`config.mk`:
```
export PLATFORM = sky130hd
export DESIGN_NAME = wb_decoded_bus
export DESIGN_NICKNAME = d
export VERILOG_FILES = /design/src/rtl/wb_decoded_bus.sv
export SDC_FILE = /design/constraint.sdc
export NUM_CORES = 1
export LEC_CHECK = 0
export ABC_AREA = 1
export CELL_PAD_IN_SITES_DETAIL_PLACEMENT = 1
export CELL_PAD_IN_SITES_GLOBAL_PLACEMENT = 2
export CORE_MARGIN = 8
export CORE_UTILIZATION = 23
export CTS_CLUSTER_SIZE = 28
export DETAILED_ROUTE_END_ITERATION = 6
export PLACE_DENSITY = 0.87
export SLEW_MARGIN = 25
export SYNTH_ARGS = -nofsm -noshare
export SYNTH_HDL_FRONTEND = slang
export SYNTH_SLANG_ARGS = --single-unit
```
`constraint.sdc`:
```
create_clock -name clk_in -period 4.3 [get_ports clk_in]
set_input_delay 0.86 -clock clk_in [delete_from_list [all_inputs] [get_ports clk_in]]
set_output_delay 0.86 -clock clk_in [all_outputs]
set_load 0.01 [all_outputs]
```
`src/rtl/wb_decoded_bus.sv`:
```
// ---------------------------------------------------------------------------
// wb_decoded_bus
//
// Single-master Wishbone fabric. It decodes the master byte address against
// per-slave inclusive {base, last} ranges and forwards one registered
// transaction at a time to the selected slave. Unmapped addresses, slave
// errors and slaves that stay silent too long all end in a bus error. The
// address and cause of the most recent error are kept for software, and a
// one-cycle interrupt pulse is raised with each error.
//
// Parameters
//   N           number of slave ports (1..16)
//   ADDR_RANGES {base, last} pair per slave, slave 0 first; lowest index
//               wins when ranges overlap
//   TIMEOUT     max ACTIVE cycles before a timeout error; 0 disables it
//
// Ports
//   clk_in, reset_in            clock, synchronous active-high reset
//   m_cyc_in/m_stb_in/m_we_in   master cycle, strobe, write
//   m_adr_in/m_dat_in/m_sel_in  master address, write data, byte selects
//   m_dat_out                   read data, valid with m_ack_out
//   m_ack_out/m_err_out         one-cycle termination pulses
//   s_adr_out/s_dat_out         registered address/write data (broadcast)
//   s_sel_out/s_we_out          registered byte selects / write
//   s_cyc_out/s_stb_out         one-hot per-slave cycle/strobe
//   s_dat_in/s_ack_in/s_err_in  slave read data and terminations
//   err_irq_out                 pulse on any error termination
//   err_addr_out/err_cause_out  last errored address and its cause
//                               (01 unmapped, 10 timeout, 11 slave error)
// ---------------------------------------------------------------------------
module wb_decoded_bus #(
   parameter int N = 4,
   parameter logic [0:2*N-1][31:0] ADDR_RANGES = {
      32'h0000_0000, 32'h0000_2FFC,
      32'h0000_3000, 32'h0000_3FFC,
      32'h0000_4000, 32'h0000_4000,
      32'h0000_4010, 32'h0000_401C},
   parameter int TIMEOUT = 255
) (
   input  logic            clk_in,
   input  logic            reset_in,
   input  logic            m_cyc_in,
   input  logic            m_stb_in,
   input  logic            m_we_in,
   input  logic [31:0]     m_adr_in,
   input  logic [31:0]     m_dat_in,
   input  logic [3:0]      m_sel_in,
   output logic [31:0]     m_dat_out,
   output logic            m_ack_out,
   output logic            m_err_out,
   output logic [31:0]     s_adr_out,
   output logic [31:0]     s_dat_out,
   output logic [3:0]      s_sel_out,
   output logic            s_we_out,
   output logic [N-1:0]    s_cyc_out,
   output logic [N-1:0]    s_stb_out,
   input  logic [32*N-1:0] s_dat_in,
   input  logic [N-1:0]    s_ack_in,
   input  logic [N-1:0]    s_err_in,
   output logic            err_irq_out,
   output logic [31:0]     err_addr_out,
   output logic [1:0]      err_cause_out
);

   localparam int IW = (N > 1) ? $clog2(N) : 1;
   localparam int CW = (TIMEOUT > 0) ? $clog2(TIMEOUT + 1) : 1;

   typedef enum logic [1:0] {
      IDLE,
      ACTIVE,
      RESP
   } state_t;

   state_t          state;
   logic [IW-1:0]   sel_idx;
   logic [CW-1:0]   tmo_cnt;

   logic            dec_hit;
   logic [IW-1:0]   dec_idx;
   logic            sel_ack;
   logic            sel_err;
   logic [31:0]     sel_dat;
   logic            tmo_hit;

   // Address decode of the live master address. Scanning from the top index
   // down lets the lowest matching slave overwrite any higher match, which
   // gives lowest-index priority on overlapping ranges.
   always_comb begin
      dec_hit = 1'b0;
      dec_idx = '0;
      for (int i = N - 1; i >= 0; i--) begin
         if ((m_adr_in >= ADDR_RANGES[2*i]) && (m_adr_in <= ADDR_RANGES[2*i+1])) begin
            dec_hit = 1'b1;
            dec_idx = IW'(i);
         end
      end
   end

   // Pick out the terminations and read data of the latched slave only, so
   // anything the other slaves do on their lines has no effect.
   always_comb begin
      sel_ack = 1'b0;
      sel_err = 1'b0;
      sel_dat = '0;
      for (int i = 0; i < N; i++) begin
         if (sel_idx == IW'(i)) begin
            sel_ack = s_ack_in[i];
            sel_err = s_err_in[i];
            sel_dat = s_dat_in[32*i +: 32];
         end
      end
   end

   // The counter holds the number of ACTIVE cycles already completed, so the
   // timeout fires at the end of ACTIVE cycle TIMEOUT.
   always_comb begin
      tmo_hit = (TIMEOUT > 0) && ((int'(tmo_cnt) + 1) == TIMEOUT);
   end

   // Main transaction FSM. Every output is a register: termination pulses and
   // read data are loaded on the edge that enters RESP and cleared on the edge
   // that leaves it; slave strobes are loaded entering ACTIVE and cleared on
   // any exit from ACTIVE (termination, timeout, abort or reset).
   always_ff @(posedge clk_in) begin
      if (reset_in) begin
         state         <= IDLE;
         sel_idx       <= '0;
         tmo_cnt       <= '0;
         m_dat_out     <= '0;
         m_ack_out     <= 1'b0;
         m_err_out     <= 1'b0;
         s_adr_out     <= '0;
         s_dat_out     <= '0;
         s_sel_out     <= '0;
         s_we_out      <= 1'b0;
         s_cyc_out     <= '0;
         s_stb_out     <= '0;
         err_irq_out   <= 1'b0;
         err_addr_out  <= '0;
         err_cause_out <= 2'b00;
      end else begin
         m_ack_out   <= 1'b0;
         m_err_out   <= 1'b0;
         err_irq_out <= 1'b0;
         m_dat_out   <= '0;

         case (state)
            IDLE: begin
               if (m_cyc_in && m_stb_in) begin
                  s_adr_out <= m_adr_in;
                  s_dat_out <= m_dat_in;
                  s_sel_out <= m_sel_in;
                  s_we_out  <= m_we_in;
                  if (dec_hit) begin
                     sel_idx   <= dec_idx;
                     tmo_cnt   <= '0;
                     s_cyc_out <= N'(1) << dec_idx;
                     s_stb_out <= N'(1) << dec_idx;
                     state     <= ACTIVE;
                  end else begin
                     m_err_out     <= 1'b1;
                     err_irq_out   <= 1'b1;
                     err_addr_out  <= m_adr_in;
                     err_cause_out <= 2'b01;
                     state         <= RESP;
                  end
               end
            end

            ACTIVE: begin
               // A master abort wins over everything: the master is no
               // longer listening, so nothing is reported or logged.
               if (!m_cyc_in) begin
                  s_cyc_out <= '0;
                  s_stb_out <= '0;
                  state     <= IDLE;
               end else if (sel_ack) begin
                  s_cyc_out <= '0;
                  s_stb_out <= '0;
                  m_ack_out <= 1'b1;
                  m_dat_out <= s_we_out ? 32'h0 : sel_dat;
                  state     <= RESP;
               end else if (sel_err) begin
                  s_cyc_out     <= '0;
                  s_stb_out     <= '0;
                  m_err_out     <= 1'b1;
                  err_irq_out   <= 1'b1;
                  err_addr_out  <= s_adr_out;
                  err_cause_out <= 2'b11;
                  state         <= RESP;
               end else if (tmo_hit) begin
                  s_cyc_out     <= '0;
                  s_stb_out     <= '0;
                  m_err_out     <= 1'b1;
                  err_irq_out   <= 1'b1;
                  err_addr_out  <= s_adr_out;
                  err_cause_out <= 2'b10;
                  state         <= RESP;
               end else if (tmo_cnt != '1) begin
                  tmo_cnt <= tmo_cnt + 1'b1;
               end
            end

            RESP: begin
               state <= IDLE;
            end

            default: begin
               state <= IDLE;
            end
         endcase
      end
   end

endmodule

```
==> reports/results.ini <==
[status]
outcome = finished clean

[synthesis]
synth_area_sq_um = 7530
synth-xor-area-share = 0.00233
synth_compound_area_frac = 0.167
ys_seq_elements = 153
yosys-mux-area-fraction = 0
yosysSeqAreaShare = 0.407
yosys.area.top_type = dfxtp_1
synth-main-ff-cell = dfxtp_1
postSynth.asyncResetShare = 0
synthTopCellsByArea = dfxtp_1 (41%), nand2_1 (11%), nor2_1 (11%), o21ai_0 (6.2%), nand3_1 (4.8%)
syn-num-nets = 1294
synth_edf_count = 0
syn_avg_cell_area_sq_um = 6.95
synthSimpleGateAreaFrac = 0.325
yosysWarnings = 0
synthAdderAreaFrac = 0.00332
yosysTopAreaCellShare = 0.407
synth_cell_type_count = 41
postSynthCellCount = 1083
synth_top_family_by_area = simple AND/OR/NAND/NOR gates

[timing]
slew_headroom = 0.401
clock-skew-final_ns = 0.0102
timing_hold_violations_final = 0
final.setup.tns_ns = 0
tightest_slew_ns = 0.898
setup_viol = 0
fmax_mhz = 333
fin_crit_ns = 3.00
slew_violations = 0
period_share = 0.699
whs_ns = 0.473
rsz0062_at_grt = no

[critical_path]
critical_path.top_delay_family = simple AND/OR/NAND/NOR gates
path_cells = clkdlybuf4s50_1 > nor2_2 > nand2_1 > nor2_2 > nand2_1 > clkinv_1 > nand3_1 > a21oi_2 > nand4_2 > buf_12 > nand3_1 > nand2_1 > nor2_1
slowest_stage = nand4_2
arrival_ns = 3.37
critPathBufInv = 3
crit_type = in -> reg
path_max_fanout = 17
startpoint_type = input pin
endpoint_kind = register
worstPathRequired_ns = 4.67
slowest_delay_ns = 0.45
crit_path_frequent_cell = nand2_1

[clocking]
clock_latency_ns = 0.43
clockBufferDepth = 2
clk_pin_slew_worst_paths_ns = 0.07
cts_max_level = 4
cts_tree = built
cts-buffers-inserted = 17
cts.sinks = 153
holdBufCountCts = 0
cts_resized = 0
post_cts_buffers = 0
clockRootBuffer = clkbuf_16

[cells_and_area]
fin_util = 0.370
nets = 1611
area_growth_pct = 59.2
layout-drive-gt1-share = 0.0907
final_cell_mix = clkdlybuf4s50_1 (354), nand2_1 (218), nor2_1 (216), dfxtp_1 (153)
fillers = 4008
final_cell_count_no_fill = 1855
final_common_cell = clkdlybuf4s50_1

[pwr]
p_leak_uw = 0.00487
power_density_nw_per_um2 = 309
peakVddDrop_uv = 254

[detailed_routing]
drc = 0
wl_per_cell_um = 18.4
drt-vias-per-instance = 4.51
wl_mm = 34.1
firstDrtPassIters = 4
drt_iter0_drc = 389
ant_nets = 0
via_count = 8361

[placement]
gp_congestion = 0.845
port_buffers = 354
dp_cells = 1823
hpwlAfterDp_mm = 25.8

[die]
dieHeight_um = 197
dieArea_sq_um = 38800
initial_core_util = 0.233
core_area_sq_um = 32400
io_pins = 355
die_x_um = 197
rows = 66

[global_routing]
grt_first_pass_wirelength_mm = 52.5
antenna_found_initial = 3
overflow = 0
grtUsageTotal = 0.174
grt_max_degree = 113
grt_pass1_vias = 8919

[hold_path]
hold_class = reg -> reg

[run]
cap_violations = 0

synth_stat cells, types with 2 or more instances:
library cell	count
nand2_1	218
nor2_1	217
dfxtp_1	153
inv_1	94
o21ai_0	93
nand3_1	72
clkbuf_1	43
a21oi_1	41
nor2_2	36
a221oi_1	26
a211oi_2	13
buf_2	10
buf_4	8
buf_6	7
a41oi_2	6
nand2_2	6
inv_2	3
nand4_1	3
nor2_4	3
or2_2	3
a211oi_1	2
clkinv_1	2
ha_1	2
nand3_2	2
nand3b_1	2
nor3_1	2
o21ai_2	2
stage by stage:
step	setup slack [ns]	cell area [sq um]	power, uW
after floorplan	2.03	7530	1780
after detailed placement	0.828	11400	2190
final	1.30	12000	3700
after global routing	1.05	12000	3880
after global placement	0.908	11400	2180
after CTS	1.29	12000	3770
power by group:
group / total, uW / internal (uW) / leakage, uW / switching (uW)
clock network: 1550 / 903 / 0.000288 / 644
logic: 624 / 349 / 0.00333 / 275
registers: 1530 / 1490 / 0.00125 / 43.2
total: 3700 / 2740 / 0.00487 / 962
layer usage:
metal,up-vias,GRT usage,wire length [um]
li1,4109,-,-
met2,272,0.299,16300
met3,48,0.0691,2880
met1,3928,0.192,14000
met5,-,0,27
met4,4,0.0632,923
final cells by class:
| cell class | count | area (sq um) | share of cell area |
|---|---|---|---|
| well taps | 442 | 553 | 0.0461 |
| clock inverters | 14 | 158 | 0.0131 |
| diodes | 1 | 2.50 | 0.000209 |
| inverters | 99 | 373 | 0.0311 |
| repair buffers | 366 | 3660 | 0.305 |
| clock buffers | 17 | 425 | 0.0355 |
| flip-flops and latches | 153 | 3060 | 0.255 |
| multi-input cells | 763 | 3760 | 0.313 |
worst paths after layout:
path | start | to | slack, ns | cells after the start
worst max-delay path | m_adr_in[16] | err_addr_out[7] | 1.30 | 13
worst min-delay path | s_adr_out[31] | s_adr_out[31] | 0.47 | 2
worst max register to register | sel_idx[1] | err_cause_out[1] | 1.44 | 11
worst min register to register | s_adr_out[31] | s_adr_out[31] | 0.47 | 2
logic make-up after synthesis:
kind of cell | after synthesis
buffers and inverters | 167
adder cells (fa/ha/maj) | 2
AO/OA/AOI/OAI | 189
AND/OR/NAND/NOR | 570
flip-flops | 153
XOR/XNOR | 2
worst min-delay path: stages, from the launching register on:
cell and delay [ns]:
dfxtp_1 0.31, inv_1 0.06, a21oi_1 0.05
sequential cells by signal, summed over array words and instances, names as in the netlist:
name           count
m_ack_out          1
err_addr_out      32
s_sel_out          4
s_we_out           1
err_irq_out        1
state              2
m_dat_out         32
s_stb_out          4
err_cause_out      2
sel_idx            2
tmo_cnt            8
s_dat_out         32
s_adr_out         32
No activity file was read; power rests on OpenSTA's default activity.
==> edit 1, RTL diff (config.mk and constraints unchanged) <==
Make the reset (`reset_in`) asynchronous in one clocked block. Comments in the files are not updated.
--- a/src/rtl/wb_decoded_bus.sv
+++ b/src/rtl/wb_decoded_bus.sv
@@ -121,7 +121,7 @@
    // read data are loaded on the edge that enters RESP and cleared on the edge
    // that leaves it; slave strobes are loaded entering ACTIVE and cleared on
    // any exit from ACTIVE (termination, timeout, abort or reset).
-   always_ff @(posedge clk_in) begin
+   always_ff @(posedge clk_in or posedge reset_in) begin
       if (reset_in) begin
          state         <= IDLE;
          sel_idx       <= '0;
Check against the original RTL: differs if reset_in is asserted again (counterexample within 4 cycles, from zero or initial values and one cycle with reset_in high); with reset_in held inactive, the same outputs for 4 cycles.
==> edit 1 against the unedited design <==
- maximum frequency shrank 7.2%
- first-iteration DRC count shrank 11%
- sequential cell count is the same
- final area grew 1.9%
- area after synthesis grew 2.8%
- non-clock buffer count is the same
- clock skew grew 15 ps
- worst setup slack lost 230 ps
- count of clock-buffer cells in the layout grew 1
- wire length grew 3.0%
- die area grew 2.5%
Power is not compared: it rests on default switching activity, and its combinational part moved more than twofold at a synthesized area within 25%.
==> edit 1: results (changes against the unedited design) <==
Clock network
  – H-tree levels: 4 (unchanged)
  – CTS max path bufs: 2 (unchanged)
  – Setup Buffers After CTS: 0 (unchanged)
  – CTS root buf: clkbuf_16
  – CTS Buf Count: 17 (unchanged)
  – Worst-Skew Late Latency: 450 ps (+20 ps)
  – CTS resizes: 0 (unchanged)
  – Clock-pin slew on the worst setup and hold paths: 70 ps (about the same)

Timing
  – Clk_skew: 24.9 ps (+14.7 ps)
  – Final Hold Fails: 0 (unchanged)
  – Worst-Margin Slew: 994 ps (+95.5 ps)

Power
  – Psw: around 2.0 mW
  – Leak: ~5.4 nW
  – Max VDD drop: ~270 uV

Global route
  – Largest net degree at the start of global routing: 78 (-31%)
  – Global route overflow: 0 (unchanged)
  – Via count of the first global-routing pass: 8,867 (-0.58%)
  – Global-route wire length before repair: 53,700 um (+2.2%)
  – GRT Util Overall: 17.6% (+0.16 points)
  – Initial antenna violation count: 5 (+2)

Synthesis
  – Ys Warns: 0 (unchanged)
  – Synth top area cells: dfrtp_1 49%, nand2_1 18%, o21ai_0 7.9%, nand4_1 4.3%, inv_1 3.4%
  – Main synth FF type: dfrtp_1
  – Most frequent cells after synthesis: 363 x nand2_1, 153 x dfrtp_1, 122 x o21ai_0
  – Synthesized Nets: 1,207 (-6.7%)
  – Synth cell types: 34 (-17%)
  – Sequential-to-total area share from yosys stat: 49.5% (+8.8 points)
  – Fraction of registers with async set/reset: 100% (+100 points)

Route
  – DRT Wirelength: 35,200 um (+3.0%)
  – Pre-antenna DRT Iters: 4 (unchanged)
  – Vias per cell: 4.60 (+2.1%)
  – 1st-iter DRT viols: 346 (-11%)

Placement
  – Dpl cell area: 11,700 um2 (+2.3%)
  – PortBufs: 354 (unchanged)
  – GPL Wtd Cong: 0.854 (+1.0%)
  – Post-DP HPWL: 27,100 um (+4.7%)

Layout
  – Fraction of layout cells with a size suffix above 1: 5.58% (-3.5 points)
  – # fillers: 4,028 (+0.50%)
  – Final nets: 1,526 (-5.3%)

Critical path
  – Crit path DAT: 3520 ps (+150 ps)
  – Worst Path Max Fanout: 32 (+15)

Status
  – Outcome: finished clean

Worst hold path
  – HP Class: reg -> reg
## edit 1: cell types whose count changed after synthesis, moves of 28 or more
cell	change
nand2_1	+145
a21oi_1	-39
nor2_2	-28
dfxtp_1	-153
o21ai_0	+29
nor2_1	-176
nand4_1	+50
nand3_1	-38
dfrtp_1	+153
## edit 1: worst max-delay path, stage by stage, from the launching register on
cell and delay (ps):
dfrtp_1 550, nor2_1 830, nand2_1 140, nand3_1 110, o21ai_1 210, nor2_1 390, inv_2 350, a311oi_1 480
## edit 1: stage by stage
stage	power [mW]	cells	hold WS, ps	setup WS [ps]	utilization [%]
finish	5.83	1777	468	1060	36.6
global route	6.19	1777	493	734	36.6
CTS	5.94	1775	473	923	36.6
detailed placement	4.43	1744	458	774	35.0
global placement	4.37	1744	454	879	35.0
floorplan	2.97	996	464	1510	-
## edit 1: metal layers
layer,wire length [um],global-route usage (%),part of all wire (%),up-vias
li1,-,-,-,3925
met1,15200,21.7,43,3943
met2,16500,28.7,47,275
met3,2840,6.11,8.1,31
met4,612,5.01,1.7,4
met5,27,0,0.077,-
## edit 1: power groups by stage
stage | registers, mW | logic (mW) | clock network (mW)
after floorplan | 2.37 | 0.601 | 0
after global placement | 2.21 | 2.16 | 0
after detailed placement | 2.23 | 2.21 | 0
after CTS | 2.20 | 2.21 | 1.52
after global routing | 2.26 | 2.36 | 1.57
final | 2.20 | 2.16 | 1.47
## edit 1: worst paths after layout
check | from | end | slack (ps) | cells after the start
min | s_dat_out[17] | s_dat_out[17] | 470 | 2
min reg2reg | s_dat_out[17] | s_dat_out[17] | 470 | 2
min in group asynchronous | reset_in | s_dat_out[2] | 940 | 2
max reg2reg | sel_idx[0] | m_dat_out[0] | 1060 | 7
max | sel_idx[0] | m_dat_out[0] | 1060 | 7
max in group asynchronous | reset_in | m_dat_out[5] | 2420 | 3
## edit 1: final cells by class
cell class	count	share of cell area (%)
Sequential cell	153	31.3
Timing Repair Buffer	366	29.9
Multi-Input combinational cell	704	27.3
Tap cell	448	4.59
Clock buffer	18	3.59
Inverter	73	2.28
Clock inverter	13	0.891
Antenna cell	2	0.0410
## edit 1: logic make-up (layout without fill, tap and decap cells)
| logic type | count (synthesis) | in the layout | share of synthesized area, % |
|---|---|---|---|
| and+or+nand+nor | 529 | 529 | 29.5 |
| other | 0 | 2 | 0 |
| adders and majority gates | 2 | 2 | 0.323 |
| AOI/OAI and AO/OA | 171 | 171 | 13.0 |
| xor gates and xnor gates | 2 | 2 | 0.226 |
| DFF | 153 | 153 | 49.5 |
| buffers and inverters | 139 | 470 | 7.50 |
==> edit 2, RTL diff (config.mk and constraints unchanged) <==
Made on the original files. The parameter `TIMEOUT` goes from 255 to 510.
--- a/src/rtl/wb_decoded_bus.sv
+++ b/src/rtl/wb_decoded_bus.sv
@@ -35,7 +35,7 @@
       32'h0000_3000, 32'h0000_3FFC,
       32'h0000_4000, 32'h0000_4000,
       32'h0000_4010, 32'h0000_401C},
-   parameter int TIMEOUT = 255
+   parameter int TIMEOUT = 510
 ) (
    input  logic            clk_in,
    input  logic            reset_in,
Formal check against the unedited RTL: same outputs for any inputs over 4 cycles, from zero or initial values and one cycle with reset_in high; that may be too few to reach the edited logic, so the function may still have changed.
==> edit 2 against the unedited design <==
- via count down 2.6%
- critical path depth up 2
- final area decreased by 1.9%
- worst setup slack improved by 33 ps
- sequential share of layout area up 0.67 points
- count of clock-buffer cells in the layout increased by 1
- maximum frequency grew 1.1%
- register-to-register slack got worse by 110 ps
- wire length decreased by 0.56%
- first-iteration DRC count is 23% lower
- sequential cell count increased by 1
- area after synthesis is 2.6% lower
- power increased by 1.3%
- critical path type is now reg -> reg
- critical endpoint is now err_addr_out[31]
==> edit 2: results (changes against the unedited design) <==
Placement
  – Worst slack, placed: 890 ps (+62.1 ps)
  – Placed Cells: 1,736 (-4.8%)
  – Dpl cell area: 11,200 um2 (-2.1%)
  – GPL Wtd Cong: 0.854 (+1.1%)

Worst hold path
  – Hold Crit Endpoint: err_cause_out[1]
  – Hold_sp: err_cause_out[1]

Global route
  – Largest net degree at the start of global routing: 86 (-24%)
  – GRT Util Overall: 17.5% (+0.057 points)
  – Grt met1 use: 19.4% (+0.18 points)
  – Met2 usage: 29.8% (-0.10 points)
  – Met3 usage: 7.31% (+0.40 points)
  – Initial antenna violation count: 0 (-3)

Synthesis
  – Sequential-to-total area share from yosys stat: 42.0% (+1.4 points)
  – Synth cell types: 38 (-7.3%)
  – Most frequent cells after synthesis: 224 x nor2_1, 195 x nand2_1, 154 x dfxtp_1
  – Syn Inst Count: 1,033 (-4.6%)
  – Synthesized Nets: 1,245 (-3.8%)
  – Synth top area cells: dfxtp_1 42%, nor2_1 11%, nand2_1 10%, o21ai_0 6.2%, a221oi_1 3.3%

Route
  – Top sig layer: met4
  – 1st-iter DRT viols: 301 (-23%)
  – DRT Wirelength: 33,900 um (-0.56%)
  – Vias: 8,141 (-2.6%)
  – DR WL/cell: 19.2 um (+4.3%)

Layout
  – # diodes: 0 (-1)
  – Fin area: 11,800 um2 (-1.9%)
  – Fraction of layout cells with a size suffix above 1: 9.88% (+0.82 points)
  – Final nets: 1,565 (-2.9%)
  – # fillers: 3,825 (-4.6%)

Timing
  – Worst-Margin Slew: 867 ps (-31.0 ps)
  – Minimum clock period: 2970 ps (-32.7 ps)
  – Min Hold Slack: 470 ps (-2.51 ps)
  – Clk_skew: 12.5 ps (+2.30 ps)

Critical path
  – RR Endpoint: err_addr_out[31]
  – FF-to-FF path depth: 15 (+4)
  – Worst setup path class: reg -> reg
  – Crit path DAT: 3290 ps (-80 ps)
  – Highest-delay cell along the critical path: nand2_2

Status
  – Outcome: finished clean

Power
  – Leak: 4.69 nW (-3.6%)
[edit 2: cell count changes after synthesis, sizes merged, moves of 2 or more]
cell    delta
nand4      +8
nor3b      -2
nor3       +2
nand2     -20
inv       -22
nand3     -41
a41oi      -2
nor2       +9
buf        -5
a221oi     +2
a21oi      -7
o21ai     +29
[edit 2: cell families after synthesis]
group	Yosys count	share of synthesized area, %
AOI/OAI and AO/OA	210	17.7
xor gates and xnor gates	1	0.119
adders and majority gates	3	0.512
buffers and inverters	140	8.39
DFF	154	42.0
and+or+nand+nor	525	31.2
[edit 2: final cells by class]
class | instances | share of cell area [%]
timing repair buffer | 365 | 31.0
inverter | 76 | 2.44
sequential | 154 | 26.2
tap | 402 | 4.28
clock buffer | 18 | 3.73
multi-input combinational | 739 | 31.0
clock inverter | 14 | 1.32
[edit 2: power by group]
part	switching, mW	internal (mW)	leakage [nW]
registers	0.0471	1.50	1.26
logic	0.275	0.349	3.15
clock network	0.740	0.840	0.283
